### config.mk
export PLATFORM = sky130hd
export DESIGN_NAME = bus_arbiter
export DESIGN_NICKNAME = d
export VERILOG_FILES = /design/src/rtl/bus_pkg.sv /design/src/rtl/bus_lead_counter.sv /design/src/rtl/bus_arbiter.sv
export SDC_FILE = /design/constraint.sdc
export NUM_CORES = 1
export LEC_CHECK = 0
export ABC_AREA = 1
export BUFFER_PORTS_ARGS = -buffer_cell sky130_fd_sc_hd__buf_2
export CAP_MARGIN = 10
export CORE_AREA = 2 2 39 41
export DETAILED_ROUTE_END_ITERATION = 10
export DIE_AREA = 0 0 41 43
export MAX_ROUTING_LAYER = met4
export PLACE_DENSITY = 0.45
export SETUP_SLACK_MARGIN = 0.02
export SLEW_MARGIN = 15
export SYNTH_ARGS = -nofsm -noshare
export SYNTH_HDL_FRONTEND = slang
export SYNTH_SLANG_ARGS = --single-unit
### constraint.sdc
create_clock -name clk -period 1.26 [get_ports clk]
set_input_delay 0.126 -clock clk [delete_from_list [all_inputs] [get_ports clk]]
set_output_delay 0.126 -clock clk [all_outputs]
set_load 0.05 [all_outputs]
### src/rtl/bus_pkg.sv
// Shared encodings for the C64 bus arbiter: FSM states, DMA owner and default BA lead.
package bus_pkg;

  localparam int BA_LEAD_DEFAULT = 3;

  localparam logic [1:0] ST_CPU     = 2'd0;
  localparam logic [1:0] ST_STALL   = 2'd1;
  localparam logic [1:0] ST_OWN_VIC = 2'd2;
  localparam logic [1:0] ST_OWN_EXT = 2'd3;

  typedef enum logic {
    OWNER_VIC = 1'b0,
    OWNER_EXT = 1'b1
  } owner_t;

  // The CPU drives the bus in CPU and STALL; STALL only halts reads via RDY.
  function automatic logic cpu_has_bus(input logic [1:0] st);
    return (st == ST_CPU) || (st == ST_STALL);
  endfunction

endpackage

### src/rtl/bus_lead_counter.sv
// Saturating BA lead counter with synchronous clear and an at-limit flag.
module bus_lead_counter #(
  parameter int LIMIT = 2,
  parameter int W     = 2
) (
  input  logic clk,
  input  logic reset,
  input  logic clr,
  input  logic en,
  output logic at_limit
);

  logic [W-1:0] cnt;

  assign at_limit = (cnt == W'(LIMIT));

  always_ff @(posedge clk) begin
    if (reset || clr) begin
      cnt <= {W{1'b0}};
    end else if (en && !at_limit) begin
      cnt <= cnt + {{(W-1){1'b0}}, 1'b1};
    end else begin
      cnt <= cnt;
    end
  end

endmodule

### src/rtl/bus_arbiter.sv
// C64 bus arbiter: CPU vs VIC-II DMA vs optional expansion DMA with BA lead time.
// Expansion DMA is built only when BUS_ARBITER_EXT_DMA_EN is defined.
module bus_arbiter
  import bus_pkg::*;
#(
  parameter int BA_LEAD = BA_LEAD_DEFAULT,
  parameter int CNT_W   = 2
) (
  input  logic clk,
  input  logic reset,
  input  logic vic_req,
  input  logic ext_req,
  input  logic cpu_we,
  output logic rdy,
  output logic aec,
  output logic ba,
  output logic vic_gnt,
  output logic ext_gnt
);

  logic [1:0] state;
  logic [1:0] state_next;
  owner_t     owner;
  owner_t     eff_owner;
  logic       own_req;
  logic       at_limit;
  logic       ext_req_en;

  bus_lead_counter #(
    .LIMIT (BA_LEAD - 1),
    .W     (CNT_W)
  ) u_lead (
    .clk      (clk),
    .reset    (reset),
    .clr      (state != ST_STALL),
    .en       (state == ST_STALL),
    .at_limit (at_limit)
  );

`ifdef BUS_ARBITER_EXT_DMA_EN
  assign ext_req_en = ext_req;
  assign ext_gnt    = (state == ST_OWN_EXT);

  // Owner is chosen on STALL entry; a VIC request steals a pending EXT stall.
  always_ff @(posedge clk) begin
    if (reset) begin
      owner <= OWNER_VIC;
    end else if (state == ST_CPU && (vic_req || ext_req_en)) begin
      owner <= vic_req ? OWNER_VIC : OWNER_EXT;
    end else if (state == ST_STALL && vic_req) begin
      owner <= OWNER_VIC;
    end else begin
      owner <= owner;
    end
  end
`else
  logic ext_req_unused;
  assign ext_req_unused = ext_req;
  assign ext_req_en     = 1'b0;
  assign ext_gnt        = 1'b0;
  assign owner          = OWNER_VIC;
`endif

  // Effective owner this cycle, so the switch to VIC does not cost a cycle.
  always_comb begin
    eff_owner = owner;
    if (owner == OWNER_EXT && vic_req) begin
      eff_owner = OWNER_VIC;
    end else begin
      eff_owner = owner;
    end
    own_req = (eff_owner == OWNER_VIC) ? vic_req : ext_req_en;
  end

  always_comb begin
    state_next = state;
    case (state)
      ST_CPU: begin
        if (vic_req || ext_req_en) state_next = ST_STALL;
        else                       state_next = ST_CPU;
      end
      ST_STALL: begin
        if (!own_req)                 state_next = ST_CPU;
        else if (at_limit && !cpu_we) state_next = (eff_owner == OWNER_VIC) ? ST_OWN_VIC : ST_OWN_EXT;
        else                          state_next = ST_STALL;
      end
      ST_OWN_VIC: begin
        if (vic_req) state_next = ST_OWN_VIC;
        else         state_next = ST_CPU;
      end
      ST_OWN_EXT: begin
        if (vic_req)         state_next = ST_OWN_VIC;
        else if (ext_req_en) state_next = ST_OWN_EXT;
        else                 state_next = ST_CPU;
      end
      default: state_next = ST_CPU;
    endcase
  end

  always_ff @(posedge clk) begin
    if (reset) begin
      state <= ST_CPU;
    end else begin
      state <= state_next;
    end
  end

  // rdy is combinational so pending CPU writes complete during the BA lead.
  assign rdy     = (state == ST_CPU) || (state == ST_STALL && cpu_we);
  assign aec     = cpu_has_bus(state);
  assign vic_gnt = (state == ST_OWN_VIC);
  assign ba      = !((state == ST_STALL && owner == OWNER_VIC) || state == ST_OWN_VIC);

endmodule

[After elaboration in Yosys (flattened, before gate mapping)]
Index checks and enable logic that the tools add are counted.
Widths: inputs -> output; s select.
Storage, ports and cells
  flip-flop bits (word level): 4
  bits of input ports: 5
  logic and storage cells: 25
Operators by class
  add/subtract/negate cells: 1
  eq/ne operators: 5
  mux-type cells: 5
  reduce and logical (&&, ||, !) cells: 12
Operator list (number)
  $eq 2x2->1 const B: 3
  $mux 2: 3
  $pmux 2 s3: 1
  $logic_or 1x1->1: 4
  $logic_and 1x1->1: 3
  $logic_not 1->1: 3
  $add 2x1->2 const B: 1
  $eq 2x1->1 const B: 1
  $logic_not 2->1: 1
  $ne 2x1->1 const B: 1
  $reduce_or 2->1: 1
  $mux 1: 1

[Longest topological paths before layout]
Gate-level depths: netlist of the first run.
  word-level depth: 5
  depth in mapped cells: 6
  gate-level depth less buffers: 6

[Cells and area by module]
Synthesis of the first run repeated with hierarchy kept, for this count alone.
Second synthesis, totals
  cell total of the unflattened synthesis: 39
  area total of the unflattened synthesis: 287.8 um^2
By module, submodules not included
  bus_arbiter: area each 186.4 um^2, times used 1, cells each 25
  bus_lead_counter: area each 101.3 um^2, times used 1, cells each 14

[Least setup slack after synthesis of the first run]
OpenSTA, ideal clock, no wires.
  path kind: reg-to-output
  start point: register state[1]
  end point: output port rdy
  path slack: -0.582 ns
  stages on the path, launching flop included: 5
  data arrival time: 1.716 ns
  path buffers: 0
  cells stage by stage: dfxtp_1 -> inv_1 -> ha_1 -> inv_2 -> o21ai_0
Between the ends
  cells in the longest elaborated chain, start to end: 3
  elaborated cells on any way between the ends: 4
  those cells by class: 1 x eq/ne; 3 x reduce/logical
Ends and longest elaborated chain
  start: declaration: RTL line bus_arbiter.sv:21  | logic [1:0] state;
  start signal: assignment: RTL line bus_arbiter.sv:104  | state <= state_next;
  $eq 2x1->1: RTL line bus_arbiter.sv:109  | assign rdy = (state == ST_CPU) || (state == ST_STALL && cpu_we);
  $logic_and 1x1->1: RTL line bus_arbiter.sv:109
  $logic_or 1x1->1 (*): RTL line bus_arbiter.sv:109
  end: declaration: RTL line bus_arbiter.sv:14  | output logic rdy,
Every way passes the cells marked *; elsewhere a longest branch is shown, timed or not.

[Worst setup path in the final report of the first run]
Same ends and word-level chain as after synthesis.

==> results of run 1 <==
-- sequential cells by signal, summed over array words and instances (netlist names) --
| signal | cells |
|---|---|
| state | 2 |
| u_lead.cnt | 2 |
-- Yosys cell counts --
| library cell | number | area (um^2) |
|---|---|---|
| inv_1 | 9 | 33.8 |
| ha_1 | 5 | 62.6 |
| dfxtp_1 | 4 | 80.1 |
| nand2_1 | 4 | 15.0 |
| nand3_1 | 3 | 15.0 |
| nor2_1 | 3 | 11.3 |
| a21oi_1 | 2 | 10.0 |
| a21oi_2 | 1 | 8.76 |
| buf_4 | 1 | 7.51 |
| conb_1 | 1 | 3.75 |
| inv_2 | 1 | 3.75 |
| nand2_2 | 1 | 6.26 |
| nor2_4 | 1 | 11.3 |
| nor3_1 | 1 | 5.00 |
| o21ai_0 | 1 | 5.00 |
-- cell type report --
class,count,area (um^2),area share (%)
clock buffer,3,22.5,5.26
timing repair buffer,9,75.1,17.5
inverter,10,42.5,9.94
tap,16,20.0,4.68
sequential,4,85.1,19.9
multi-input combinational,23,183,42.7
-- repair_timing --
action                                  CTS  global route
gates cloned                              0             0
endpoints found under the setup margin    3             3
setup buffers                             1             1
resized for setup                        15             6
pin swaps                                 0             1
-- worst max-delay path by stage --
stage	startpoint	end	slack (ns)	cells past startpoint
floorplan	state[1]	rdy	0.06	4
global placement	state[1]	rdy	0.09	5
detailed placement	state[1]	rdy	0.11	5
CTS	state[0]	ba	-0.005	4
global route	state[1]	rdy	-0.02	5
finish	state[1]	rdy	0.02	5
-- power breakdown --
part | total [mW] | switching [mW] | internal, mW
logic | 0.0895 | 0.0540 | 0.0355
clock network | 0.159 | 0.0527 | 0.107
registers | 0.133 | 0.00324 | 0.130
-- layer usage --
metal / track usage [%] / share of wire [%] / wire, um / up-vias
li1: - / - / - / 136
met1: 6.13 / 38 / 196 / 111
met2: 11.6 / 50 / 260 / 9
met3: 7.85 / 8.2 / 42 / 2
met4: 6.00 / 2.7 / 14 / 0
met5: - / 0 / 0 / -
-- logic make-up after synthesis --
family	share of synthesized area [%]
buffers and inverters	16.1
and+or+nand+nor	22.9
DFF	28.7
adders and majority gates	22.4
AOI/OAI and AO/OA	8.52
other	1.34
-- per-stage QoR --
step / area, um^2 / setup slack (ns)
finish: 428 / 0.0211
floorplan: 283 / 0.0631
detailed placement: 330 / 0.106
CTS: 399 / -0.00531
global route: 428 / -0.0223
global placement: 330 / 0.0944
-- critical path: stages, from the launching register on --
cell and delay (ns):
dfxtp_2 0.33, inv_4 0.07, ha_4 0.14, inv_2 0.05, o21ai_2 0.11, buf_6 0.17
==> results by group, run 1 <==
Run
  • Max-cap violation count: 0

Placement
  • Input/output buffers: 7
  • Final HPWL DP: 404 um
  • Placer Congestion: 0.674
  • Cells after DPL: 60

Finish
  • Antenna cells: 0
  • Final Util: 30.9%
  • Layout cells sized above 1: 51.0%
  • Commonest cells after routing, fill and taps aside: inv_1, nand2_1, clkbuf_4
  • Commonest non-fill, non-tap cell in the layout: inv_1
  • Layout area overhead: 53.4%
  • Post-route insts no fill: 65
  • # fillers: 154
  • NumNets Final: 61

Worst setup path
  • RR Endpoint: u_lead.cnt[0]
  • WP data required: 1.13 ns
  • WS Path Type: reg -> out
  • Worst Setup End Kind: primary output
  • R2R Path Start: state[1]
  • Critical Path Source Type: flip-flop
  • WP data arrival: 1.11 ns
  • Max FO, Critical Path: 3
  • Worst reg2reg path depth: 7
  • Worst R2R Setup Slack: 0.26 ns

Floorplan
  • Core area: 1380 um^2
  • Die area: 1760 um^2
  • Die Y: 43 um
  • Die X: 41 um
  • Number of core rows: 14
  • Initial Util: 20.2%
  • I/O pins: 10

Route
  • ANT nets after route: 0
  • Detailed-route wire length per cell: 7.92 um
  • TritonRoute pass-1 iters: 2
  • Drt initial violations: 2
  • WL final: 515 um
  • Vias/cell: 3.97
  • DR vias: 258
  • Post-route DRC: 0

Clock network
  • # hold bufs at CTS: 0
  • CTS tree: done
  • Root buffer cell: clkbuf_4
  • CTS buffer count: 3
  • Clock Sinks: 4
  • H-tree Lvls: 1
  • Clock Tree Buf Depth: 2
  • Clk slew on worst S/H paths: 0.04 ns
  • Clk_lat worst skew: 0.24 ns

Timing
  • Max Fclk: 0.807 GHz
  • Final min period: 1.24 ns
  • Crit share post-route: 98.3%
  • Worst Hold Slack: 0.148 ns
  • RSZ-0062 raised after global routing: yes
  • Final Setup Violations: 0
  • Hold Vio Cnt, Final: 0
  • Max-slew violation count: 0
  • Setup Skew: 0.00221 ns
  • Setup TNS: 0 ns

Pwr
  • Max IR drop VDD: 0.392 mV
  • Tot Pwr: 382 uW
  • LEAKAGE: 0.196 nW
  • Pwr dens: 892 nW/um^2

GRT
  • Largest net degree at the start of global routing: 5
  • Tot GR Track Use: 8.24%
  • Grt total ovfl: 0
  • First-pass GRT wire length: 828 um
  • Initial antenna violation count: 0
  • Vias in the first global route: 243

Synthesis
  • Mapped Avg Cell Area: 7.34 um^2
  • Syn nets: 48
  • Post-synthesis register bit count: 4
  • Syn Inst Count: 38
  • Register area share after synthesis: 28.7%
  • Unique masters post-synth: 15
  • YS warnings: 0
  • Area of the mapped netlist: 279 um^2

Hold path
  • Hold Path Origin: vic_req
  • Hold Path End: state[0]
  • Hold depth: 3
  • Min-Delay Path Class: in -> reg

Outcome
  • Status: finished, final reports clean
Note: power is estimated with default switching activity, not from simulation.
==> run 2: changes to the inputs <==
Settings changed: BUFFER_PORTS_ARGS -buffer_cell sky130_fd_sc_hd__buf_2 to -buffer_cell sky130_fd_sc_hd__buf_4.
==> run 2 against run 1 <==
Core utilization rose by 1.3 points; critical path depth did not move; sequential share of layout area fell by 0.22 points; combinational power rose by 5.3%; via count fell by 1.2%; highest routed layer is now met3.
==> results by group, run 2 (synthesis results as in run 1) <==
Pwr
  • P_int: 273 uW (+0.51%)
  • Sw Ratio: 29.5% (+0.75 points)
  • LEAKAGE: 0.204 nW (+4.2%)
  • Switch Pwr: 115 uW (+4.2%)
  • Pwr dens: 871 nW/um^2 (-2.4%)
  • Clock power share: 41.9% (+0.2 points)
  • Power share of the sequential group: 33.8% (-1.1 points)
  • Max IR drop VDD: 0.404 mV (+3.0%)
  • Share of total power in combinational logic: 24.3% (+0.9 points)

Finish
  • Multi-input gate area: 183 um^2 (unchanged)
  • Layout area overhead: 59.6%
  • NumNets Final: 62 (+1.6%)
  • Commonest non-fill, non-tap cell in the layout: buf_4
  • Layout cells sized above 1: 50.0% (-1.0 points)
  • Commonest cells after routing, fill and taps aside: buf_4, inv_1, nand2_1
  • Antenna cells: 0 (unchanged)
  • # fillers: 160 (+3.9%)
  • Post-route insts no fill: 66 (+1.5%)
  • FF/Latch Area: 87.6 um^2 (+2.9%)
  • Biggest regs: state (2), u_lead.cnt (2)

Worst setup path
  • Worst reg2reg path depth: 7 (unchanged)
  • Stages on worst setup path: 5 (unchanged)
  • WP data arrival: 1.12 ns (about the same)
  • Critical Path Source Type: flip-flop
  • WS Path Type: reg -> out
  • Worst Setup End Kind: primary output
  • Slowest stage delay, CP: 0.35 ns (+0.02 ns)
  • WP data required: 1.13 ns (about the same)
  • R2R Path Start: state[1]
  • CP max stage cell: dfxtp_4
  • Max FO, Critical Path: 3 (unchanged)
  • Worst Path Buf+Inv: 3 (unchanged)
  • Worst R2R Setup Slack: 0.21 ns (-0.05 ns)
  • Cell Chain, Critical Path: inv_4, ha_4, inv_2, o21ai_2, buf_6
  • RR Endpoint: state[0]
  • CP top delay family: flip-flops

Clock network
  • Clk_lat worst skew: 0.24 ns (about the same)
  • H-tree Lvls: 1 (unchanged)
  • Clock Tree Buf Depth: 2 (unchanged)
  • Clock Sinks: 4 (unchanged)
  • CTS tree: done
  • Root buffer cell: clkbuf_4
  • CTS buffer count: 3 (unchanged)
  • # hold bufs at CTS: 0 (unchanged)
  • Clk slew on worst S/H paths: 0.04 ns (about the same)

Placement
  • Input/output buffers: 7 (unchanged)
  • Final HPWL DP: 430 um (+6.5%)
  • Placer Congestion: 0.699 (+3.7%)
  • Cells after DPL: 60 (unchanged)

Timing
  • RSZ-0062 raised after global routing: yes
  • Crit share post-route: 99.0% (+0.69 points)
  • Hold Vio Cnt, Final: 0 (unchanged)
  • Final Setup Violations: 0 (unchanged)
  • Max-slew violation count: 0 (unchanged)
  • Setup TNS: 0 ns (unchanged)
  • Final min period: 1.25 ns (+0.00873 ns)
  • Setup Skew: 0.00158 ns (-0.000638 ns)
  • Max Fclk: 0.802 GHz (-0.70%)

Route
  • Drt initial violations: 1 (-1)
  • WL final: 578 um (+12%)
  • ANT nets after route: 0 (unchanged)
  • DR vias: 255 (-1.2%)
  • TritonRoute pass-1 iters: 3 (+1)
  • Detailed-route wire length per cell: 8.76 um (+11%)
  • Vias/cell: 3.86 (-2.7%)
  • Post-route DRC: 0 (unchanged)

GRT
  • Vias in the first global route: 234 (-3.7%)
  • Met1 Usage GRT: 6.45% (+0.32 points)
  • Grt total ovfl: 0 (unchanged)
  • Layer with the highest usage: met2
  • Met2 Resource Use GR: 10.6% (-0.94 points)
  • Largest net degree at the start of global routing: 5 (unchanged)
  • First-pass GRT wire length: 807 um (-2.5%)
  • Initial antenna violation count: 0 (unchanged)
  • Met3 Use GR: 7.85% (unchanged)
  • Tot GR Track Use: 7.72% (-0.51 points)

Hold path
  • Hold depth: 4 (+1)
  • Hold Path Origin: reset
  • Min-Delay Path Class: in -> reg
  • Hold Path End: u_lead.cnt[0]

Outcome
  • Status: finished, final reports clean

Floorplan
  • Die Y: 43 um (unchanged)
  • Number of core rows: 14 (unchanged)
  • Core area: 1380 um^2 (unchanged)
  • Initial Util: 20.2% (unchanged)
  • I/O pins: 10 (unchanged)
  • Die X: 41 um (unchanged)
  • Die area: 1760 um^2 (unchanged)

Run
  • Max-cap violation count: 0 (unchanged)
==> run 2: cell types whose count changed in the layout (fill, tap and decap cells not counted) <==
cell	before	now
inv_2	3	2
dfxtp_2	1	0
buf_4	2	7
dfxtp_4	1	2
buf_2	3	0
inv_1	5	6
clkbuf_4	4	3
==> run 2: worst max path at each step <==
stage / startpoint / endpoint
after floorplan: state[1] / rdy
after global placement: state[0] / aec
after detailed placement: state[0] / aec
after CTS: state[0] / ba
after global routing: state[1] / rdy
final: state[1] / rdy
==> run 2: area by class of cell <==
type,instances,share of cell area [%]
well taps,16,4.49
flip-flops and latches,4,19.7
inverters,10,9.55
clock buffers,3,5.06
multi-input cells,23,41.0
repair buffers,10,20.2
==> run 2: power by group through the flow <==
stage / combinational [mW] / clock [mW] / sequential [mW]
detailed placement: 0.0735 / 0 / 0.135
floorplan: 0.0541 / 0 / 0.134
global route: 0.100 / 0.184 / 0.131
finish: 0.0942 / 0.163 / 0.131
global placement: 0.0734 / 0 / 0.135
CTS: 0.0838 / 0.176 / 0.133
==> run 2: metrics by stage <==
stage | hold slack (ns) | power, mW | setup slack (ns) | utilization, % | instance area [um^2]
5_1_grt | 0.146 | 0.416 | -0.0302 | 32.2 | 445
4_1_cts | 0.127 | 0.393 | -0.00290 | 29.6 | 409
6_report | 0.149 | 0.388 | 0.0124 | 32.2 | 445
3_5_place_dp | 0.384 | 0.208 | 0.129 | 25.1 | 348
3_3_place_gp | 0.384 | 0.208 | 0.139 | 25.1 | 348
2_1_floorplan | 0.267 | 0.188 | 0.0631 | - | 283
==> run 2: per-layer routing <==
layer,up-vias,share of wire (%)
met3,0,6.1
met2,8,54
met5,-,0
li1,137,-
met1,110,40
met4,0,0
==> run 2: worst min-delay path, stage by stage <==
cell,delay (ns)
buf_4,0.10
nor2_4,0.04
inv_1,0.05
a21oi_2,0.03
==> run 2: timing repair <==
item / CTS / global route
setup endpoints to repair: 3 / 3
gates resized for setup: 12 / 5
pin swaps: 0 / 2
buffers inserted: 1 / 2
